--- config.mk ---
export PLATFORM = sky130hd
export DESIGN_NAME = esc_pwm_driver
export DESIGN_NICKNAME = d
export VERILOG_FILES = /design/src/rtl/esc_pwm_driver.sv
export SDC_FILE = /design/constraint.sdc
export NUM_CORES = 1
export LEC_CHECK = 0
export BUFFER_PORTS_ARGS = -buffer_cell sky130_fd_sc_hd__buf_2
export CAP_MARGIN = 10
export CORE_MARGIN = 2
export CORE_UTILIZATION = 38
export DETAILED_ROUTE_END_ITERATION = 8
export PLACE_DENSITY = 0.55
export SLEW_MARGIN = 20
export SYNTH_ARGS = -nofsm -noshare
export SYNTH_HDL_FRONTEND = slang
export SYNTH_SLANG_ARGS = --single-unit
--- constraint.sdc ---
create_clock -name clk -period 5.7 [get_ports clk]
set_input_delay 0.855 -clock clk [delete_from_list [all_inputs] [get_ports clk]]
set_output_delay 0.855 -clock clk [all_outputs]
set_load 0.01 [all_outputs]
--- src/rtl/esc_pwm_driver.sv ---
// esc_pwm_driver: ESC PWM generator with arming sequence; optional slew limit via ESC_SLEW_LIMIT_EN
module esc_pwm_driver #(
  parameter int          TICK_DIV    = 500,
  parameter int          ARM_PERIODS = 50,
  parameter logic [7:0]  IDLE_DUTY   = 8'h32,
  parameter int          SLEW_STEP   = 5
) (
  input  logic       clk,
  input  logic       rst,
  input  logic [7:0] duty_in,
  input  logic       duty_valid,
  input  logic       enable,
  output logic       pwm_out,
  output logic       armed,
  output logic [7:0] duty_active,
  output logic       period_start,
  output logic       sat_flag
);
  typedef enum logic [1:0] {DISARMED, ARMING, ARMED} state_t;
  localparam int PW = (TICK_DIV > 1) ? $clog2(TICK_DIV) : 1;
  localparam int CW = $clog2(ARM_PERIODS + 1);
  state_t state, nstate;
  logic [PW-1:0] presc, presc_n;
  logic [6:0] step, step_n;
  logic [CW-1:0] per_cnt, per_cnt_n;
  logic [7:0] pending, pending_n, duty_n, next_duty;
  logic tick, wrap, run;
  assign tick = state != DISARMED && presc == PW'(TICK_DIV - 1);
  assign wrap = tick && step == 7'd99;
  assign run  = state != DISARMED && nstate != DISARMED;
`ifdef ESC_SLEW_LIMIT_EN
  logic [7:0] diff;
  logic up;
  // move toward pending by at most SLEW_STEP per period, landing exactly when close
  always_comb begin
    up = pending > duty_active;
    diff = up ? pending - duty_active : duty_active - pending;
    next_duty = diff <= 8'(SLEW_STEP) ? pending : up ? duty_active + 8'(SLEW_STEP) : duty_active - 8'(SLEW_STEP);
  end
`else
  assign next_duty = pending;
`endif
  // state register
  always_ff @(posedge clk) begin
    if (rst) state <= DISARMED;
    else state <= nstate;
  end
  // next state: disarm dominates, arming completes on the last arming wrap
  always_comb begin
    nstate = state;
    if (!enable) nstate = DISARMED;
    else if (state == DISARMED) nstate = ARMING;
    else if (state == ARMING && wrap && per_cnt == CW'(ARM_PERIODS - 1)) nstate = ARMED;
  end
  // state-decoded output
  always_comb armed = state == ARMED;
  // next values for counters, duty and pending; counters sit at 0 whenever not running
  always_comb begin
    presc_n = (!run || tick) ? '0 : presc + 1'b1;
    step_n = !run ? '0 : tick ? (step == 7'd99 ? '0 : step + 7'd1) : step;
    per_cnt_n = !run ? '0 : (wrap && state == ARMING) ? per_cnt + 1'b1 : per_cnt;
    duty_n = nstate == DISARMED ? '0 : state == DISARMED ? IDLE_DUTY : (wrap && nstate == ARMED) ? next_duty : duty_active;
    pending_n = (state != DISARMED && !enable) ? IDLE_DUTY : duty_valid ? (duty_in > 8'd100 ? 8'd100 : duty_in) : pending;
  end
  // datapath registers; pwm_out is computed from next values so it stays aligned with step
  always_ff @(posedge clk) begin
    if (rst) begin
      presc <= '0;
      step <= '0;
      per_cnt <= '0;
      pending <= IDLE_DUTY;
      duty_active <= '0;
      pwm_out <= 1'b0;
      period_start <= 1'b0;
      sat_flag <= 1'b0;
    end else begin
      presc <= presc_n;
      step <= step_n;
      per_cnt <= per_cnt_n;
      pending <= pending_n;
      duty_active <= duty_n;
      pwm_out <= {1'b0, step_n} < duty_n;
      period_start <= wrap && run;
      sat_flag <= duty_valid && duty_in > 8'd100;
    end
  end
endmodule

# [After elaboration in Yosys (flattened, before gate mapping)]
# Cells that the tools add are included.
[op_classes] add_sub_neg=3 n_lt_le_gt_ge=2 eq_ne=6 muxes=10 bitwise=1 reduce_logical=19
[ops] cell="8-bit 2-to-1 mux" count=4
[ops] cell="7-bit 2-to-1 mux" count=3
[ops] cell="9-bit by 1-bit adder with 9-bit output, second input constant" count=1
[ops] cell="9-bit == test, second input constant" count=1
[ops] cell="1-bit logical AND" count=9
[ops] cell="8-bit by 7-bit > comparator with 1-bit output, second input constant" count=1
[ops] cell="7-bit by 8-bit less-than comparator with 1-bit output" count=1
[ops] cell="7-bit by 1-bit adder with 7-bit output, second input constant" count=1
[ops] cell="7-bit == test, second input constant" count=1
[ops] cell="6-bit by 1-bit adder with 6-bit output, second input constant" count=1
[ops] cell="6-bit == test, second input constant" count=1
[ops] cell="2-bit 2-to-1 mux" count=3
[ops] cell="2-bit OR reduction" count=3
[ops] cell="2-bit == test, second input constant" count=2
[ops] cell="2-bit logical NOT" count=2
[ops] cell="2-bit nonzero test" count=2
[ops] cell="2-bit by 1-bit == test with 1-bit output, second input constant" count=1
[ops] cell="1-bit logical NOT" count=2
[ops] cell="1-bit logical OR" count=1
[ops] cell="1-bit NOT" count=1
[totals] register_bits=43 inputBits=12 output_inout_bits=12 elab_cells=50

# [Depth between registers and ports, before layout]
# Gate-level depths: netlist of run 1.
[depth] ltp_word=14 depth_mapped=15

# [Worst setup path before layout of run 1]
# Ideal clock, no wire load.
[synth_timing] kind="in2reg" from="input port enable" to="register pwm_out" t_arrival_ps=2724 required_time_ps=5634 setup_slack_ps=2910 stages=13 cell_sequence="buf_4 -> nand4_1 -> o2bb2ai_2 -> nand4b_1 -> buf_6 -> mux2i_1 -> or2_2 -> ha_1 -> o211ai_1 -> nor2_1 -> mux2i_1 -> o211ai_1 -> a2bb2oi_2"
[synth_via] elab_chain_len=7 elab_cells_between_ends=11
[synth_lines] element="start: declaration" line_no="12" text="input logic enable,"
[synth_lines] element="2-bit 2-to-1 mux *" line_no="51" text="if (!enable) nstate = DISARMED;"
[synth_lines] element="2-bit == test" line_no="62" text="duty_n = nstate == DISARMED ? '0 : state == DISARMED ? IDLE_DUTY : (wrap && nstate == ARMED) ? next_duty : dut ..."
[synth_lines] element="1-bit logical AND" line_no="62"
[synth_lines] element="8-bit 2-to-1 mux (3 in a row)" line_no="62"
[synth_lines] element="7-bit by 8-bit less-than comparator with 1-bit output *" line_no="82" text="pwm_out <= {1'b0, step_n} < duty_n;"
[synth_lines] element="end signal: assignment" line_no="82"
[synth_lines] element="end: declaration" line_no="13" text="output logic pwm_out,"
# Mark *: on every way between the ends. The rest lies on a longest branch, timed or not.
# A chain may end at the register's enable or synchronous reset.

# [Worst setup path in the final report of run 1]
[layout_timing] from="register presc[0]" to="register pwm_out"
[layout_via] elab_chain_len=14 elab_cells_between_ends=19
[layout_lines] element="start: declaration" line_no="23" text="logic [PW-1:0] presc, presc_n;"
[layout_lines] element="start signal: assignment" line_no="77" text="presc <= presc_n;"
[layout_lines] element="9-bit == test *" line_no="28" text="assign tick = state != DISARMED && presc == PW'(TICK_DIV - 1);"
[layout_lines] element="1-bit logical AND *" line_no="28"
[layout_lines] element="1-bit logical AND" line_no="29" text="assign wrap = tick && step == 7'd99;"
[layout_lines] element="1-bit logical AND (2 in a row)" line_no="53" text="else if (state == ARMING && wrap && per_cnt == CW'(ARM_PERIODS - 1)) nstate = ARMED;"
[layout_lines] element="2-bit 2-to-1 mux" line_no="53"
[layout_lines] element="2-bit 2-to-1 mux" line_no="52" text="else if (state == DISARMED) nstate = ARMING;"
[layout_lines] element="2-bit 2-to-1 mux" line_no="51"
[layout_lines] element="2-bit == test" line_no="62"
[layout_lines] element="1-bit logical AND" line_no="62"
[layout_lines] element="8-bit 2-to-1 mux (3 in a row)" line_no="62"
[layout_lines] element="7-bit by 8-bit less-than comparator with 1-bit output *" line_no="82"
# Marked as above.

==> results of run 1 <==
==> routing by layer <==
| metal | vias up | global-route usage (%) | part of all wire, % |
|---|---|---|---|
| met3 | 6 | 4.19 | 3.2 |
| met1 | 702 | 19.5 | 53 |
| met4 | 0 | 4.21 | 1.2 |
| li1 | 839 | - | - |
| met5 | - | 0 | 0 |
| met2 | 20 | 22.8 | 43 |
==> stage by stage <==
step	cells	cell area, um2
after detailed placement	317	2220
after global routing	325	2350
final	325	2350
after CTS	325	2350
after floorplan	233	2080
after global placement	317	2220
==> kinds of logic (layout without fill, tap and decap cells) <==
| family | after synthesis | after routing | synth area share, % |
|---|---|---|---|
| AO/OA/AOI/OAI | 24 | 24 | 8.01 |
| XOR/XNOR | 18 | 18 | 7.59 |
| adder cells (fa/ha/maj) | 10 | 10 | 6.02 |
| buffers and inverters | 12 | 34 | 3.31 |
| flip-flops | 43 | 43 | 41.4 |
| multiplexers | 15 | 15 | 7.47 |
| AND/OR/NAND/NOR | 111 | 111 | 26.1 |
==> synth_stat cells, drive strengths merged, types with 2 or more instances <==
library cell | instances | area, um2
and3 | 5 | 38.8
clkbuf | 3 | 11.3
a211oi | 3 | 22.5
xnor2 | 9 | 78.8
nor3 | 6 | 35.0
buf | 6 | 46.3
dfxtp | 43 | 861
or2 | 7 | 43.8
nand2 | 21 | 78.8
o21ai | 6 | 30.0
nand3 | 5 | 25.0
mux2i | 14 | 140
ha | 10 | 125
nand4 | 7 | 43.8
xor2 | 9 | 78.8
inv | 3 | 11.3
o211ai | 2 | 15.0
a21oi | 6 | 30.0
nor2 | 50 | 188
==> critical path, delay by kind of cell, from the launching register on <==
| kind | cells | cell delay [ns] |
|---|---|---|
| compound gates | 3 | 0.52 |
| fa+ha+maj | 2 | 0.47 |
| flops | 1 | 0.38 |
| mux | 2 | 0.51 |
| simple gates | 6 | 1.20 |
==> cell type report <==
type,count,area share [%]
multi-input combinational,178,48.7
sequential,43,36.6
timing repair buffer,23,4.89
tap,70,3.72
clock buffer,6,3.08
clock inverter,2,2.55
inverter,3,0.478
==> sequential cells by signal, indices dropped and copies added, names as in the netlist <==
signal        count
next_duty         8
period_start      1
per_cnt           6
duty_active       8
state             2
sat_flag          1
step              7
pwm_out           1
presc             9
==> power groups by stage <==
| stage | combinational (W) | clock, W | sequential, W |
|---|---|---|---|
| final | 0.0000336 | 0.000278 | 0.000310 |
| after global routing | 0.0000387 | 0.000298 | 0.000311 |
| after CTS | 0.0000341 | 0.000287 | 0.000310 |
| after detailed placement | 0.0000340 | 0 | 0.000317 |
| after global placement | 0.0000338 | 0 | 0.000317 |
| after floorplan | 0.0000225 | 0 | 0.000317 |
==> how the worst max path moves through the flow <==
| stage | end | slack (ns) | cells past startpoint |
|---|---|---|---|
| after floorplan | pwm_out | 2.91 | 13 |
| after global placement | pwm_out | 2.38 | 13 |
| after detailed placement | pwm_out | 2.30 | 13 |
| after CTS | pwm_out | 2.54 | 13 |
| after global routing | pwm_out | 2.22 | 13 |
| final | pwm_out | 2.54 | 13 |
==> flow_summary.ini, run 1 <==
[status]
status = complete, no violations

[timing]
hold_violations = 0
final_period_minus_worst_setup_slack_ns = 3.16
setup-tns-final_ns = 0
layout_setup_ws_ns = 2.54
report.final.slew_viol_count = 0
grt_setup_unrepaired = false
skew_ns = 0.00677
hold-worst-slack_ns = 0.470
timing.final.crit_share_pct = 55.4
highest_clock_rate_mhz = 316
tightestPinTransition_ns = 0.704
max_slew_margin_pct = 52.7
setup_violations = 0

[die]
initial_utilization_pct = 39.9
num_rows = 26
fp.dieArea_mm2 = 0.00607
core_outline_area_mm2 = 0.00520
die_x_um = 77.9
top_level_ports = 24
dieHeight_um = 77.9

[finish]
footprint_of_the_multi_input_gates_mm2 = 0.00115
nNetsFinal = 276
most_frequent_standard_cell_in_the_layout_excluding_fill_and_tap_cells = sky130_fd_sc_hd__nor2_1
drive_above_1_share_pct = 18.8
num_antenna_cells = 0
most-common-layout-cells = sky130_fd_sc_hd__nor2_1, sky130_fd_sc_hd__dfxtp_1, sky130_fd_sc_hd__buf_2
final_util_pct = 45.2
register_area_um2 = 861
fillCellCount = 527
synthToLayoutAreaGrowth_pct = 13.4

[clocking]
post_cts_clock_slew_at_the_launch_and_capture_registers_of_the_worst_setup_and_hold_paths_ns = 0.08
post_cts.repair.setup_buffers = 0
clock_sinks = 43
cts_buffers = 5
clock_insertion_delay_worst_skew_ns = 0.29
max-clock-path-buffers = 2
quantity_of_hold_fixing_buffers_added_after_cts = 0
cts_resized = 0
cts.root.buffer_cell = sky130_fd_sc_hd__clkbuf_8
htree_num_levels = 2
tritoncts = built

[power]
pwr-share-comb_pct = 5.4
irDropWorstVdd_mv = 0.117
power-per-cell-area_mw_per_mm2 = 264
swShare_pct = 20.3
cell_internal_pwr_w = 0.000495
power_leakage_nw = 0.967
net-switching-power_w = 0.000126
share_seq_of_total_power_pct = 49.9
fin_total_pwr_w = 0.000622
clock_group_share_of_total_power_pct = 44.7

[routing]
avgRoutedWirePerCell_um = 12.6
detail_route.vias_per_cell = 4.82
ant_nets = 0
initial_drc_count = 35
drt_first_pass_iters = 4
route.detailed.drc = 0
routed_wl_um = 4090
vias = 1567

[synth]
syn-mean-instance-area_um2 = 8.91
area_of_the_mapped_netlist_mm2 = 0.00208
synth.distinct_cells = 44
synth-warning-count = 0
synth_flop_cell = sky130_fd_sc_hd__dfxtp_1
synth.net_count = 255
synth-seq-area-share_pct = 41.4
async_flop_share_pct = 0
syn-instance-count = 233
synth_edf_count = 0
synth.ff_latch_count = 43

[worst_setup_path]
cpMostUsedCell = sky130_fd_sc_hd__nand2_1
worst_path_required_ns = 5.93
cp-end-kind = register
crit_path_start = presc[0]
reg2reg_setup_slack_ns = 2.54
arrival_ns = 3.39
critical-path-max-stage-delay_ns = 0.57
reg2reg_to = pwm_out
worst-r2r-cell-count = 13
criticalPathCategory = register to register
critical_path_peak_fanout = 8
critPathLaunchType = register
slowest_cell_on_crit_path = sky130_fd_sc_hd__nand4b_1
worst_r2r_startpoint = presc[0]
cp_cell_sequence = ha_1 > and4bb_2 > nand2_1 > nand4b_1 > mux2i_1 > nand2_1 > nand2_1 > ha_1 > o211ai_1 > nor2_1 > mux2i_1 > o211ai_1 > a2bb2oi_2

[grt]
grt_use_total_pct = 14.6
grt_overflow = 0
grt_pass1_wl_um = 7130
grt_start_max_net_pins = 14
grt_pass1_vias = 1526
antenna_found_initial = 0

[worst_hold_path]
worstHoldStart = presc[0]
whs_endpoint = presc[0]
min_delay_path_depth = 1
hold_path_class = register to register

[placed_design]
post-dp-hpwl_um = 3110
port_buffers = 23
globalplace.congestion = 0.792
dp_slack_ns = 2.30

[run]
max_cap_viol_count = 0
No activity file was read; power rests on OpenSTA's default activity.
==> run 2, diff against run 1 <==
==> constraint.sdc (replaced) <==
create_clock -name clk -period 2.94 [get_ports clk]
set_input_delay 0.441 -clock clk [delete_from_list [all_inputs] [get_ports clk]]
set_output_delay 0.441 -clock clk [all_outputs]
set_load 0.01 [all_outputs]
==> run 2 against run 1 <==
  * Clock skew down 0.0031 ns
  * Sequential cell count unchanged
  * Power grew 75%
==> flow_summary.ini, run 2 (synthesis results as in run 1) <==
[worst_setup_path]
arrival_ns = 2.96
cp.buffers_inverters = 1
worst-r2r-cell-count = 13
critical_path_peak_fanout = 8
worstSetupEndpoint = pwm_out
worst_path_required_ns = 3.18
slowest_cell_on_crit_path = sky130_fd_sc_hd__dfxtp_1
critPathLaunchType = register
cp_cell_sequence = ha_2 > and4bb_2 > nand2_1 > nand4b_1 > buf_4 > mux2i_1 > or2_2 > ha_1 > o211ai_1 > nor2_1 > mux2i_1 > o211ai_1 > a2bb2oi_2
timing.critical_path.depth = 13
cp-end-kind = register
reg2reg_setup_slack_ns = 0.22
worst_r2r_startpoint = presc[0]
criticalPathCategory = register to register
crit_path_start = presc[0]
critical-path-max-stage-delay_ns = 0.39
reg2reg_to = pwm_out
critPathTopFamily = simple AND/OR/NAND/NOR gates

[power]
fin_total_pwr_w = 0.00109
power_leakage_nw = 0.958
power-per-cell-area_mw_per_mm2 = 464
irDropWorstVdd_mv = 0.175

[grt]
antenna_found_initial = 0
grt_overflow = 0
grt_pass1_wl_um = 7010
grt_start_max_net_pins = 14
grt_pass1_vias = 1506
grt_use_total_pct = 14.7

[timing]
final_period_minus_worst_setup_slack_ns = 2.72
max_slew_margin_pct = 58.8
highest_clock_rate_mhz = 368
report.final.slew_viol_count = 0
tightestPinTransition_ns = 0.614
setup_violations = 0
skew_ns = 0.00362
hold_violations = 0
timing.final.crit_share_pct = 92.5
hold-worst-slack_ns = 0.390

[die]
core_outline_area_mm2 = 0.00520
num_rows = 26
dieHeight_um = 77.9
top_level_ports = 24
initial_utilization_pct = 39.9
fp.dieArea_mm2 = 0.00607
die_x_um = 77.9

[routing]
ant_nets = 0
routed_wl_um = 4180
initial_drc_count = 40
drt_first_pass_iters = 4
detail_route.vias_per_cell = 4.89
route.detailed.drc = 0
avgRoutedWirePerCell_um = 12.8
vias = 1598

[run]
max_cap_viol_count = 0

[finish]
synthToLayoutAreaGrowth_pct = 12.8
most-common-layout-cells = sky130_fd_sc_hd__nor2_1, sky130_fd_sc_hd__dfxtp_1, sky130_fd_sc_hd__buf_2
registers.top_by_ff_count = presc
register_area_um2 = 861
num_antenna_cells = 0
footprint_of_the_multi_input_gates_mm2 = 0.00115
fillCellCount = 544
final_util_pct = 45.0
drive_above_1_share_pct = 20.2
most_frequent_standard_cell_in_the_layout_excluding_fill_and_tap_cells = sky130_fd_sc_hd__nor2_1
nNetsFinal = 278
largest_register_ff_count = 9

[clocking]
cts.root.buffer_cell = sky130_fd_sc_hd__clkbuf_8
tritoncts = built
quantity_of_hold_fixing_buffers_added_after_cts = 0
post_cts.repair.setup_buffers = 0
cts_resized = 0
htree_num_levels = 2
post_cts_clock_slew_at_the_launch_and_capture_registers_of_the_worst_setup_and_hold_paths_ns = 0.08
clock_sinks = 43
max-clock-path-buffers = 2
clock_insertion_delay_worst_skew_ns = 0.30
cts_buffers = 5

[placed_design]
globalplace.congestion = 0.766
port_buffers = 23
post-dp-hpwl_um = 3180

[status]
status = complete, no violations

[worst_hold_path]
hold_path_class = primary input to register
==> run 2: changes by cell type in the layout (fill, tap and decap cells not counted) <==
| cell | change |
|---|---|
| sky130_fd_sc_hd__clkbuf_1 | -1 |
| sky130_fd_sc_hd__bufinv_16 | -2 |
| sky130_fd_sc_hd__buf_4 | +2 |
| sky130_fd_sc_hd__ha_2 | +1 |
| sky130_fd_sc_hd__ha_1 | -1 |
| sky130_fd_sc_hd__clkbuf_8 | +2 |
| sky130_fd_sc_hd__clkinvlp_4 | +1 |
==> run 2: layout make-up <==
class                      instances  share of cell area, %
tap                               70                   3.74
timing repair buffer              25                   5.55
inverter                           3                  0.481
clock buffer                       7                   4.11
clock inverter                     1                  0.320
sequential                        43                   36.7
multi-input combinational        178                   49.1
==> run 2: how the worst min path moves through the flow <==
stage                          start  slack, ns           end  depth (start not counted)
after floorplan             presc[0]       0.43      presc[0]                          1
after global placement      presc[0]       0.45      presc[0]                          1
after detailed placement    presc[0]       0.46      presc[0]                          1
after CTS                 duty_in[0]       0.39  next_duty[0]                          3
after global routing      duty_in[3]       0.41  next_duty[3]                          3
final                     duty_in[0]       0.39  next_duty[0]                          3
==> run 2: metrics by stage <==
stage,cells,setup TNS [ns],setup slack [ns],area (um2)
2_1_floorplan,233,0,0.415,2080
3_5_place_dp,319,0,0.224,2240
4_1_cts,327,0,0.199,2340
3_3_place_gp,319,0,0.256,2240
6_report,327,0,0.219,2340
5_1_grt,327,-0.0178,-0.0178,2340
==> run 2: metal layers <==
metal	global-route usage, %	vias to the layer above	share of wire (%)
met1	20.7	727	52
met5	0	-	0
met2	21.7	24	43
met3	3.49	6	3.2
met4	5.26	0	1.5
li1	-	841	-
==> run 2: worst min-delay path, stage by stage <==
cell and delay, ns:
sky130_fd_sc_hd__buf_2 0.09, sky130_fd_sc_hd__mux2i_1 0.06, sky130_fd_sc_hd__nor2_1 0.07
==> run 2: power breakdown <==
group	total (W)	switching [W]	internal (W)
clock	0.000421	0.000208	0.000214
sequential	0.000601	0.00000744	0.000594
combinational	0.0000657	0.0000386	0.0000270
==> run 3, diff against run 2 <==
--- a/config.mk
+++ b/config.mk
@@ -7,8 +7,10 @@
 export LEC_CHECK = 0
 export BUFFER_PORTS_ARGS = -buffer_cell sky130_fd_sc_hd__buf_2
 export CAP_MARGIN = 10
+export CORE_ASPECT_RATIO = 1.5
 export CORE_MARGIN = 2
 export CORE_UTILIZATION = 38
+export CTS_BUF_LIST = sky130_fd_sc_hd__clkbuf_4 sky130_fd_sc_hd__clkbuf_8
 export DETAILED_ROUTE_END_ITERATION = 8
 export PLACE_DENSITY = 0.55
 export SLEW_MARGIN = 20
==> run 3 against run 2 <==
  * Count of clock-buffer cells in the layout fell by 2
  * Sequential cell count did not move
  * Wire length rose by 2.2%
  * Critical endpoint unchanged
  * Largest cell class unchanged
  * Highest routed layer unchanged
==> flow_summary.ini, run 3 (synthesis results as in run 1) <==
[grt]
grt_use_total_pct = 15.6
grt_pass1_vias = 1611
grt_overflow = 0
grt_pass1_wl_um = 7380
grt_start_max_net_pins = 13
antenna_found_initial = 0

[worst_setup_path]
critPathLaunchType = register
critical-path-max-stage-delay_ns = 0.54
cp.buffers_inverters = 1
cp_cell_sequence = or4b_1 > o2bb2ai_2 > nand4b_1 > buf_6 > mux2i_2 > nand2_1 > nand2_1 > ha_1 > o211ai_1 > nor2_1 > mux2i_1 > o211ai_1 > a2bb2oi_2
critical_path_peak_fanout = 8
worst-r2r-cell-count = 13
cp-end-kind = register
timing.critical_path.depth = 13
critPathTopFamily = simple AND/OR/NAND/NOR gates
worst_path_required_ns = 3.17
slowest_cell_on_crit_path = sky130_fd_sc_hd__or4b_1
criticalPathCategory = register to register
arrival_ns = 3.03

[timing]
highest_clock_rate_mhz = 357
max_slew_margin_pct = 56.6
final_period_minus_worst_setup_slack_ns = 2.80
timing.final.crit_share_pct = 95.4
setup_violations = 0
setup-tns-final_ns = 0
tightestPinTransition_ns = 0.647
report.final.slew_viol_count = 0
hold_violations = 0
skew_ns = 0.00671

[die]
core_outline_area_mm2 = 0.00537
initial_utilization_pct = 38.7
die_x_um = 64.4
top_level_ports = 24
num_rows = 33
dieHeight_um = 94.5
fp.dieArea_mm2 = 0.00609

[finish]
footprint_of_the_multi_input_gates_mm2 = 0.00115
nNetsFinal = 279
synthToLayoutAreaGrowth_pct = 12.3
final_util_pct = 43.4
most_frequent_standard_cell_in_the_layout_excluding_fill_and_tap_cells = sky130_fd_sc_hd__nor2_1
drive_above_1_share_pct = 20.7
fillCellCount = 582
most-common-layout-cells = sky130_fd_sc_hd__nor2_1, sky130_fd_sc_hd__dfxtp_1, sky130_fd_sc_hd__buf_2
register_area_um2 = 862
num_antenna_cells = 0
registers.top_by_ff_count = presc
largest_register_ff_count = 9

[clocking]
quantity_of_hold_fixing_buffers_added_after_cts = 0
clock_sinks = 43
htree_num_levels = 2
cts_buffers = 5
post_cts_clock_slew_at_the_launch_and_capture_registers_of_the_worst_setup_and_hold_paths_ns = 0.08
tritoncts = built
max-clock-path-buffers = 2
cts.root.buffer_cell = sky130_fd_sc_hd__clkbuf_8
clock_insertion_delay_worst_skew_ns = 0.29

[placed_design]
post-dp-hpwl_um = 3320
globalplace.congestion = 0.769
port_buffers = 23

[routing]
route.detailed.drc = 0
detail_route.vias_per_cell = 5.00
avgRoutedWirePerCell_um = 13.1
vias = 1631
ant_nets = 0
routed_wl_um = 4280
drt_first_pass_iters = 4
initial_drc_count = 66

[power]
irDropWorstVdd_mv = 0.239
power_leakage_nw = 0.945
power-per-cell-area_mw_per_mm2 = 436

[status]
status = complete, no violations

[run]
max_cap_viol_count = 0

[worst_hold_path]
hold_path_class = primary input to register
min_delay_path_depth = 3
==> run 3: path summary, 6_finish.rpt <==
check / from / endpoint / slack (ns)
setup reg to reg: per_cnt[2] / pwm_out / 0.14
hold / removal: duty_in[0] / next_duty[0] / 0.40
setup / recovery: per_cnt[2] / pwm_out / 0.14
hold reg to reg: presc[0] / presc[0] / 0.43
==> run 3: what timing repair did <==
action	in CTS	in global routing
setup buffers	0	1
endpoints found under the hold margin	0	0
setup endpoints to repair	0	1
gates resized for setup	0	4
==> run 3: area by class of cell <==
class                           count  share of cell area (%)
Multi-Input combinational cell    178                    49.5
Sequential cell                    43                    37.0
Timing Repair Buffer               26                    6.06
Tap cell                           70                    3.76
Clock buffer                        5                    2.95
Inverter                            3                   0.483
Clock inverter                      1                   0.322
==> run 3: where the power goes <==
group           total, W  switching (W)  internal, W  leakage, nW
clock           0.000349       0.000191     0.000158       0.0361
combinational  0.0000678      0.0000394    0.0000284        0.559
sequential      0.000601     0.00000707     0.000594        0.350
==> run 3: worst reg2reg max path, delay by kind of cell (launching register included) <==
family | cells | cell delay [ns]
fa+ha+maj | 1 | 0.23
compound gates | 4 | 0.69
flops | 1 | 0.36
mux | 2 | 0.35
simple gates | 5 | 0.91
buf+inv | 1 | 0.19
==> run 3: metal layers <==
| layer | up-vias | global-route usage, % | share of wire (%) |
|---|---|---|---|
| met4 | 0 | 5.67 | 1.8 |
| met1 | 750 | 17.8 | 43 |
| li1 | 843 | - | - |
| met2 | 31 | 28.0 | 52 |
| met3 | 7 | 3.58 | 4.0 |
| met5 | - | 0 | 0 |
==> run 3: stage by stage <==
stage               instances  setup WS, ns  hold WS (ns)  power (W)  cell area [um2]
finish                    326         0.136         0.398    0.00102             2330
global route              326       -0.0365         0.413    0.00107             2330
CTS                       325         0.117         0.401    0.00103             2310
detailed placement        319         0.161         0.457   0.000682             2240
global placement          319         0.177         0.446   0.000682             2240
floorplan                 233         0.415         0.430   0.000658             2080
